<file path="src/rtl/sccb_arbiter.sv">
// sccb_arbiter: round-robin sharing of one SCCB master between NUM_REQ requesters, with a per-transaction watchdog
module sccb_arbiter #(
    parameter int NUM_REQ        = 2,
    parameter int TIMEOUT_CYCLES = 1_000_000
) (
    input  logic                   clk,
    input  logic                   rst,
    input  logic [NUM_REQ-1:0]     req_start,
    input  logic [8*NUM_REQ-1:0]   req_addr,
    input  logic [8*NUM_REQ-1:0]   req_data,
    output logic [NUM_REQ-1:0]     req_ready,
    output logic [NUM_REQ-1:0]     req_done,
    output logic [NUM_REQ-1:0]     req_err,
    input  logic                   sccb_ready,
    output logic                   sccb_start,
    output logic [7:0]             sccb_addr,
    output logic [7:0]             sccb_data,
    output logic [1:0]             grant,
    output logic                   busy,
    output logic                   timeout_flag
);
    typedef enum logic [1:0] {IDLE, ISSUE, BUSY, DONE} state_t;
    localparam logic [23:0] T_LAST = 24'(TIMEOUT_CYCLES - 1);
    state_t state_q, state_d;
    logic start_q, start_d, err_q, err_d, timeout_flag_q, timeout_flag_d, hit;
    logic [7:0] addr_q, addr_d, data_q, data_d, sel_addr, sel_data;
    logic [1:0] grant_q, grant_d, rr_ptr_q, rr_ptr_d, sel;
    logic [23:0] timer_q, timer_d, timer_inc;
    logic [NUM_REQ-1:0] one_hot;
    int best;
    // pick the pending requester closest to rr_ptr going upward, wrapping
    always_comb begin
        best = NUM_REQ;
        sel = rr_ptr_q;
        sel_addr = '0;
        sel_data = '0;
        for (int j = 0; j < NUM_REQ; j++) begin
            if (req_start[j] && ((j + NUM_REQ - int'(rr_ptr_q)) % NUM_REQ) < best) begin
                best = (j + NUM_REQ - int'(rr_ptr_q)) % NUM_REQ;
                sel = 2'(j);
                sel_addr = req_addr[8*j +: 8];
                sel_data = req_data[8*j +: 8];
            end
        end
        hit = |req_start;
    end
    // transaction FSM: grant, hold start until the master goes busy, wait for completion, watchdog
    always_comb begin
        state_d = state_q;
        start_d = start_q;
        addr_d = addr_q;
        data_d = data_q;
        grant_d = grant_q;
        rr_ptr_d = rr_ptr_q;
        err_d = err_q;
        timeout_flag_d = timeout_flag_q;
        timer_inc = (timer_q == '1) ? timer_q : timer_q + 24'd1;
        timer_d = timer_q;
        case (state_q)
            IDLE: if (sccb_ready && hit) begin
                addr_d = sel_addr;
                data_d = sel_data;
                grant_d = sel;
                timer_d = '0;
                err_d = 1'b0;
                start_d = 1'b1;
                state_d = ISSUE;
            end
            ISSUE: if (!sccb_ready) begin
                start_d = 1'b0;
                state_d = BUSY;
            end else if (timer_q == T_LAST) begin
                start_d = 1'b0;
                err_d = 1'b1;
                state_d = DONE;
            end else timer_d = timer_inc;
            BUSY: if (sccb_ready) state_d = DONE;
            else if (timer_q == T_LAST) begin
                err_d = 1'b1;
                state_d = DONE;
            end else timer_d = timer_inc;
            default: begin
                rr_ptr_d = 2'((int'(grant_q) + 1) % NUM_REQ);
                timeout_flag_d = timeout_flag_q | err_q;
                state_d = IDLE;
            end
        endcase
    end
    // state and datapath registers
    always_ff @(posedge clk or posedge rst) begin
        if (rst) begin
            state_q <= IDLE;
            start_q <= 1'b0;
            addr_q <= '0;
            data_q <= '0;
            grant_q <= '0;
            rr_ptr_q <= '0;
            timer_q <= '0;
            err_q <= 1'b0;
            timeout_flag_q <= 1'b0;
        end else begin
            state_q <= state_d;
            start_q <= start_d;
            addr_q <= addr_d;
            data_q <= data_d;
            grant_q <= grant_d;
            rr_ptr_q <= rr_ptr_d;
            timer_q <= timer_d;
            err_q <= err_d;
            timeout_flag_q <= timeout_flag_d;
        end
    end
    assign one_hot = NUM_REQ'(1) << grant_q;
    assign req_ready = (state_q == IDLE) ? {NUM_REQ{sccb_ready}} : '0;
    assign req_done = (state_q == DONE) ? one_hot : '0;
    assign req_err = req_done & {NUM_REQ{err_q}};
    assign sccb_start = start_q;
    assign sccb_addr = addr_q;
    assign sccb_data = data_q;
    assign grant = grant_q;
    assign busy = state_q != IDLE;
    assign timeout_flag = timeout_flag_q;
endmodule

</file>
<file path="config.mk">
export PLATFORM = sky130hd
export DESIGN_NAME = sccb_arbiter
export DESIGN_NICKNAME = d
export VERILOG_FILES = /design/src/rtl/sccb_arbiter.sv
export SDC_FILE = /design/constraint.sdc
export NUM_CORES = 1
export LEC_CHECK = 0
export BUFFER_PORTS_ARGS = -buffer_cell sky130_fd_sc_hd__buf_2
export CAP_MARGIN = 5
export CORE_UTILIZATION = 55
export DETAILED_ROUTE_END_ITERATION = 6
export GPL_ROUTABILITY_DRIVEN = 0
export GPL_TIMING_DRIVEN = 1
export PLACE_DENSITY = 0.77
export SLEW_MARGIN = 20
export SYNTH_ARGS = -nofsm -noshare
export SYNTH_HDL_FRONTEND = slang
export SYNTH_SLANG_ARGS = --single-unit
</file>
<file path="constraint.sdc">
create_clock -name clk -period 5.05 [get_ports clk]
set_clock_uncertainty 0.2 [all_clocks]
set_input_delay 0.505 -clock clk [delete_from_list [all_inputs] [get_ports clk]]
set_output_delay 0.505 -clock clk [all_outputs]
set_load 0.1 [all_outputs]
</file>
* After elaboration in Yosys (flattened, before gate mapping)
Index checks and enable logic that the tools add are counted.
** Word-level totals
- Flip-flop bits (word level) :: 49
- Input bits :: 37
- Output and inout port bits :: 27
- Logic and storage cells :: 71
** Operators by class
- $add $sub $neg :: 4
- Order comparisons :: 2
- Equality and inequality tests :: 9
- Shift-type cells :: 1
- Mux-type cells :: 29
- Bitwise gates (word level) :: 5
- Reduce and logical (&&, ||, !) cells :: 12
** Operator list (count)
- 2-to-1 mux 24 bit :: 5
- case mux 24 bit (3 select lines) :: 1
- < comparator 2 x 32 -> 1 bit :: 1
- 2-to-1 mux 32 bit :: 1
- 2-to-1 mux 8 bit :: 4
- adder 24 x 1 -> 24 bit (second input constant) :: 1
- == test 24 x 20 -> 1 bit (second input constant) :: 1
- == test 24 bit (second input constant) :: 1
- 2-to-1 mux 2 bit :: 8
- 2-to-1 mux 1 bit :: 7
- inequality test 2 bit (second input constant) :: 3
- case mux 2 bit (3 select lines) :: 1
- subtractor 2 x 2 -> 3 bit (first input constant) :: 2
- == test 2 bit (second input constant) :: 2
- AND reduction 4 bit :: 1
- nonzero test 2 bit :: 2
- logical AND 1 bit :: 3
- < comparator 2 x 3 -> 1 bit (second input constant) :: 1
- inequality test 3 bit (second input constant) :: 1
- case mux 1 bit (3 select lines) :: 1
- AND reduction 3 bit :: 1
- nonzero test 3 bit :: 1
- OR reduction 3 bit :: 1
- AND 1 bit :: 2
- other kinds (10) :: 10

* Longest topological paths before layout
- Word-level depth :: 8
- Gate-level depth with buffers :: 9
- Gate-level depth less buffers :: 8

* Least setup slack after synthesis
Ideal clock, no wire load.
- Path type :: register to output
- Start point :: register state_q[0]
- End point :: output req_ready[1]
- Arrival :: 3.060 ns
- Data required time :: 4.345 ns
- Path slack :: 1.285 ns
- Stages on the path, launching flop included :: 6
- Buffers on the path :: 1
- Cell sequence :: dfrtp_1 > inv_1 > ha_1 > inv_1 > nor2_1 > buf_4
** Between the ends
- Cells in the longest elaborated chain, start to end :: 2
** Ends and longest elaborated chain
- start: declaration :: line 24 : state_t state_q, state_d;
- start signal: assignment :: line 102 : state_q <= state_d;
- zero test 2 bit :: line 114 : assign req_ready = (state_q == IDLE) ? {NUM_REQ{sccb_ready}} : '0;
- 2-to-1 mux 2 bit :: line 114
- end: declaration :: line 11 : output logic [NUM_REQ-1:0] req_ready,
No other way between the ends.

* Worst setup path after layout
- Start point :: register timer_q[0]
- End point :: register timer_q[23]
** Between the ends
- Cells in the longest elaborated chain, start to end :: 5
- Elaborated cells between the ends (all ways) :: 8
- Classes of those cells :: 1 x add/sub; 2 x eq/ne; 5 x mux
** Ends and longest elaborated chain
- start: declaration :: line 28 : logic [23:0] timer_q, timer_d, timer_inc;
- start signal: assignment :: line 108 : timer_q <= timer_d;
- adder 24 x 1 -> 24 bit or == test 24 bit (tied branches) :: line 57 : timer_inc = (timer_q == '1) ? timer_q : timer_q + 24'd1;
- 2-to-1 mux 24 bit :: line 57
- 2-to-1 mux 24 bit (*) :: line 72, 78
- 2-to-1 mux 24 bit, on equally long branches :: line 77, 69
- case mux 24 bit (3 select lines) (*) :: line 59 : case (state_q)
Mark *: on every way between the ends. The rest lies on a longest branch, timed or not. The select of a mux whose other input is x is not followed.
A chain may end at the register's enable or synchronous reset.

==> flow_metrics.env <==
export IMPL_status="finished, final reports clean"
export IMPL_tightest_slew_ns=0.9824
export IMPL_synth_edf_count=0
export IMPL_synth_fp_nets=356
export IMPL_place_ws_ns=2.283
export IMPL_nNetsFinal=407
export IMPL_slew_headroom=0.3451
export IMPL_numCtsBuffers=5
export IMPL_ff_latch_area_mm2=0.001176
export IMPL_antennaDiodeCount=0
export IMPL_synth_area_leader_cell="dfrtp_1"
export IMPL_final_cell_mix="buf_2 (62), dfrtp_1 (47), nand2_1 (36), o21ai_0 (34), a21oi_1 (28)"
export IMPL_crit_path_start_kind="register"
export IMPL_clock_path_buffers=2
export IMPL_p_leak_nw=1.511
export IMPL_clk_transition_reported_paths_ns=0.09
export IMPL_rsz0062_at_grt="no"
export IMPL_htree_levels=2
export IMPL_routedWlPerCell_um=13.89
export IMPL_grtUsageTotal=0.2477
export IMPL_finalNonFillerCells=432
export IMPL_cts_tree="built"
export IMPL_post_cts_setup_buffers=0
export IMPL_design_area_mm2=0.003154
export IMPL_reg2reg_to="timer_q[23]$_DFFE_PP0P_"
export IMPL_fmax_ghz=0.3555
export IMPL_ant_nets=0
export IMPL_routed_via_density=5.787
export IMPL_yosys_area_top_type_share=0.4330
export IMPL_hpwl_mm=4.375
export IMPL_vias=2500
export IMPL_power_density_mw_per_mm2=611.9
export IMPL_layout_drive_gt1_share=0.2356
export IMPL_portBuffers=62
export IMPL_r2r_cells=7
export IMPL_ir_worst_vdd_v=0.0003541
export IMPL_synth_warnings=0
export IMPL_fin_util=0.6678
export IMPL_crit_slowest_cell="a32oi_1"
export IMPL_slew_violations=0
export IMPL_dr_pass1_iters=4
export IMPL_core_mm2=0.004723
export IMPL_clock_root_buffer="clkbuf_8"
export IMPL_grtUsageMet3=0.05000
export IMPL_clock_sinks=47
export IMPL_grt_start_max_net_pins=48
export IMPL_cts_repair_resized=0
export IMPL_post_dp_cell_area_mm2=0.003033
export IMPL_critPathMaxFanout=13
export IMPL_grt_use_met2=0.4351
export IMPL_hold_viol=0
export IMPL_die_w_um=72.28
export IMPL_netlist_area_mm2=0.002716
export IMPL_worstReg2RegStart="timer_q[0]$_DFFE_PP0P_"
export IMPL_avgSynthCellArea_um2=8.678
export IMPL_seq_area_frac_synth=0.4330
export IMPL_layout_commonest_cell="buf_2"
export IMPL_syn2layout_area_growth_pct=16.12
export IMPL_insertion_delay_ns=0.30
export IMPL_boundaryPins=64
export IMPL_slowest_delay_ns=0.80
export IMPL_synthFlopType="dfrtp_1"
export IMPL_cap_violations=0
export IMPL_multi_input_area_mm2=0.001418
export IMPL_fin_crit_sh=0.5570
export IMPL_fill_cells=374
export IMPL_wl_mm=6.000
export IMPL_fin_tns_setup_ns=0
export IMPL_grt_busiest_layer="met2"
export IMPL_cts_hold_buf=0
export IMPL_cp_arrival_ns=2.85
export IMPL_rows=25
export IMPL_ys_seq_elements=47
export IMPL_syn_inst=313
export IMPL_setup_viol=0
export IMPL_grt_met1_usage=0.3104
export IMPL_crit_top_cell="nand2_1"
export IMPL_hp_class="primary input to async pin"
export IMPL_grt_ovfl_total=0
export IMPL_drt_initial_drc_count=119
export IMPL_timing_final_ws_setup_ns=2.237
export IMPL_critPathKind="register to register"
export IMPL_crit_chain="ha_1 > nand2_1 > nor4_4 > a32oi_1 > nand2_1 > or4_1 > nand3_1"
export IMPL_antenna_found_initial=0
export IMPL_worst_ep_required_time_ns=5.09
export IMPL_async_flop_share=1.000
export IMPL_netlist_top_cells_area="dfrtp_1 (43%), o21ai_0 (6.4%), a21oi_1 (5.2%)"
export IMPL_grt_pass1_wl_mm=10.25
export IMPL_fp_dieH_um=72.28
export IMPL_dieArea_mm2=0.005224
export IMPL_dp_cells=424
export IMPL_initial_utilization=0.5751
export IMPL_netlist_cell_type_count=49
export IMPL_grt_pass1_vias=2308
export IMPL_critPathCaptureType="register"
export IMPL_period_needed_ns=2.813
export IMPL_reg2reg_setup_slack_ns=2.24
export IMPL_drc_errors=0
-- Yosys cell counts, types with 3 or more instances --
master / number
buf_4: 3
clkbuf_1: 13
and2_1: 3
or3_2: 3
dfrtp_1: 47
ha_1: 6
nand2_1: 36
nand4_1: 7
and3_1: 19
inv_1: 14
o21ai_0: 35
nor4_1: 3
o31ai_1: 9
o211ai_1: 8
or4_1: 5
nor3_1: 3
nand3_1: 15
nor2_1: 16
a21oi_1: 28
o21a_1: 5
-- cell families (layout without fill, tap and decap cells) --
family	count (synthesis)	in the layout	share of synthesized area
AND/OR/NAND/NOR	125	125	0.2538
AO/OA/AOI/OAI	99	99	0.2243
flip-flops	47	47	0.4330
buffers and inverters	32	84	0.04928
adder cells (fa/ha/maj)	6	6	0.02764
multiplexers	2	2	0.007370
other	1	1	0.001381
XOR/XNOR	1	1	0.003225
-- layer usage --
| layer | part of all wire | vias up |
|---|---|---|
| met3 | 0.056 | 7 |
| met4 | 0.012 | 0 |
| met1 | 0.46 | 1168 |
| li1 | - | 1242 |
| met5 | 0 | - |
| met2 | 0.47 | 83 |
-- worst max-delay path by stage --
stage,from,to,slack [ns]
after global placement,timer_q[0]$_DFFE_PP0P_,timer_q[23]$_DFFE_PP0P_,2.36
after detailed placement,timer_q[0]$_DFFE_PP0P_,timer_q[10]$_DFFE_PP0P_,2.28
after floorplan,state_q[0]$_DFFE_PP0P_,req_ready[1],1.28
final,timer_q[0]$_DFFE_PP0P_,timer_q[23]$_DFFE_PP0P_,2.24
after global routing,timer_q[0]$_DFFE_PP0P_,timer_q[23]$_DFFE_PP0P_,2.00
after CTS,timer_q[0]$_DFFE_PP0P_,timer_q[23]$_DFFE_PP0P_,2.26
-- critical path, delay by kind of cell, from the launching register on --
family	cells	cell delay [ns]
and+or+nand+nor	5	1.06
AOI/OAI and AO/OA	1	0.80
adders and majority gates	1	0.26
DFF	1	0.43
-- where the power goes --
group	leakage [nW]	internal (mW)	switching (mW)	total, mW
clock network	0.0581	0.147	0.130	0.278
registers	0.626	0.474	0.0818	0.556
logic	0.827	0.211	0.886	1.10
-- layout make-up --
class | instances | share of cell area
inverters | 14 | 0.01706
clock buffers | 5 | 0.02182
well taps | 67 | 0.02658
flip-flops and latches | 47 | 0.3729
repair buffers | 62 | 0.09837
clock inverters | 3 | 0.01388
multi-input cells | 234 | 0.4494
-- sequential cells by signal, indices dropped and copies added, names as in the netlist --
signal and count:
rr_ptr_q 1, timer_q 24, err_q 1, sccb_start 1
timeout_flag 1, sccb_addr 8, state_q 2, sccb_data 8
grant 1
-- per-stage QoR --
stage / hold slack (ns) / power [mW]
after CTS: 0.2583 / 1.933
after global placement: 0.2450 / 1.635
final: 0.1158 / 1.930
after floorplan: 0.2829 / 1.469
after global routing: 0.1933 / 2.043
after detailed placement: 0.2487 / 1.657
Power figures use the tool's default switching activity.
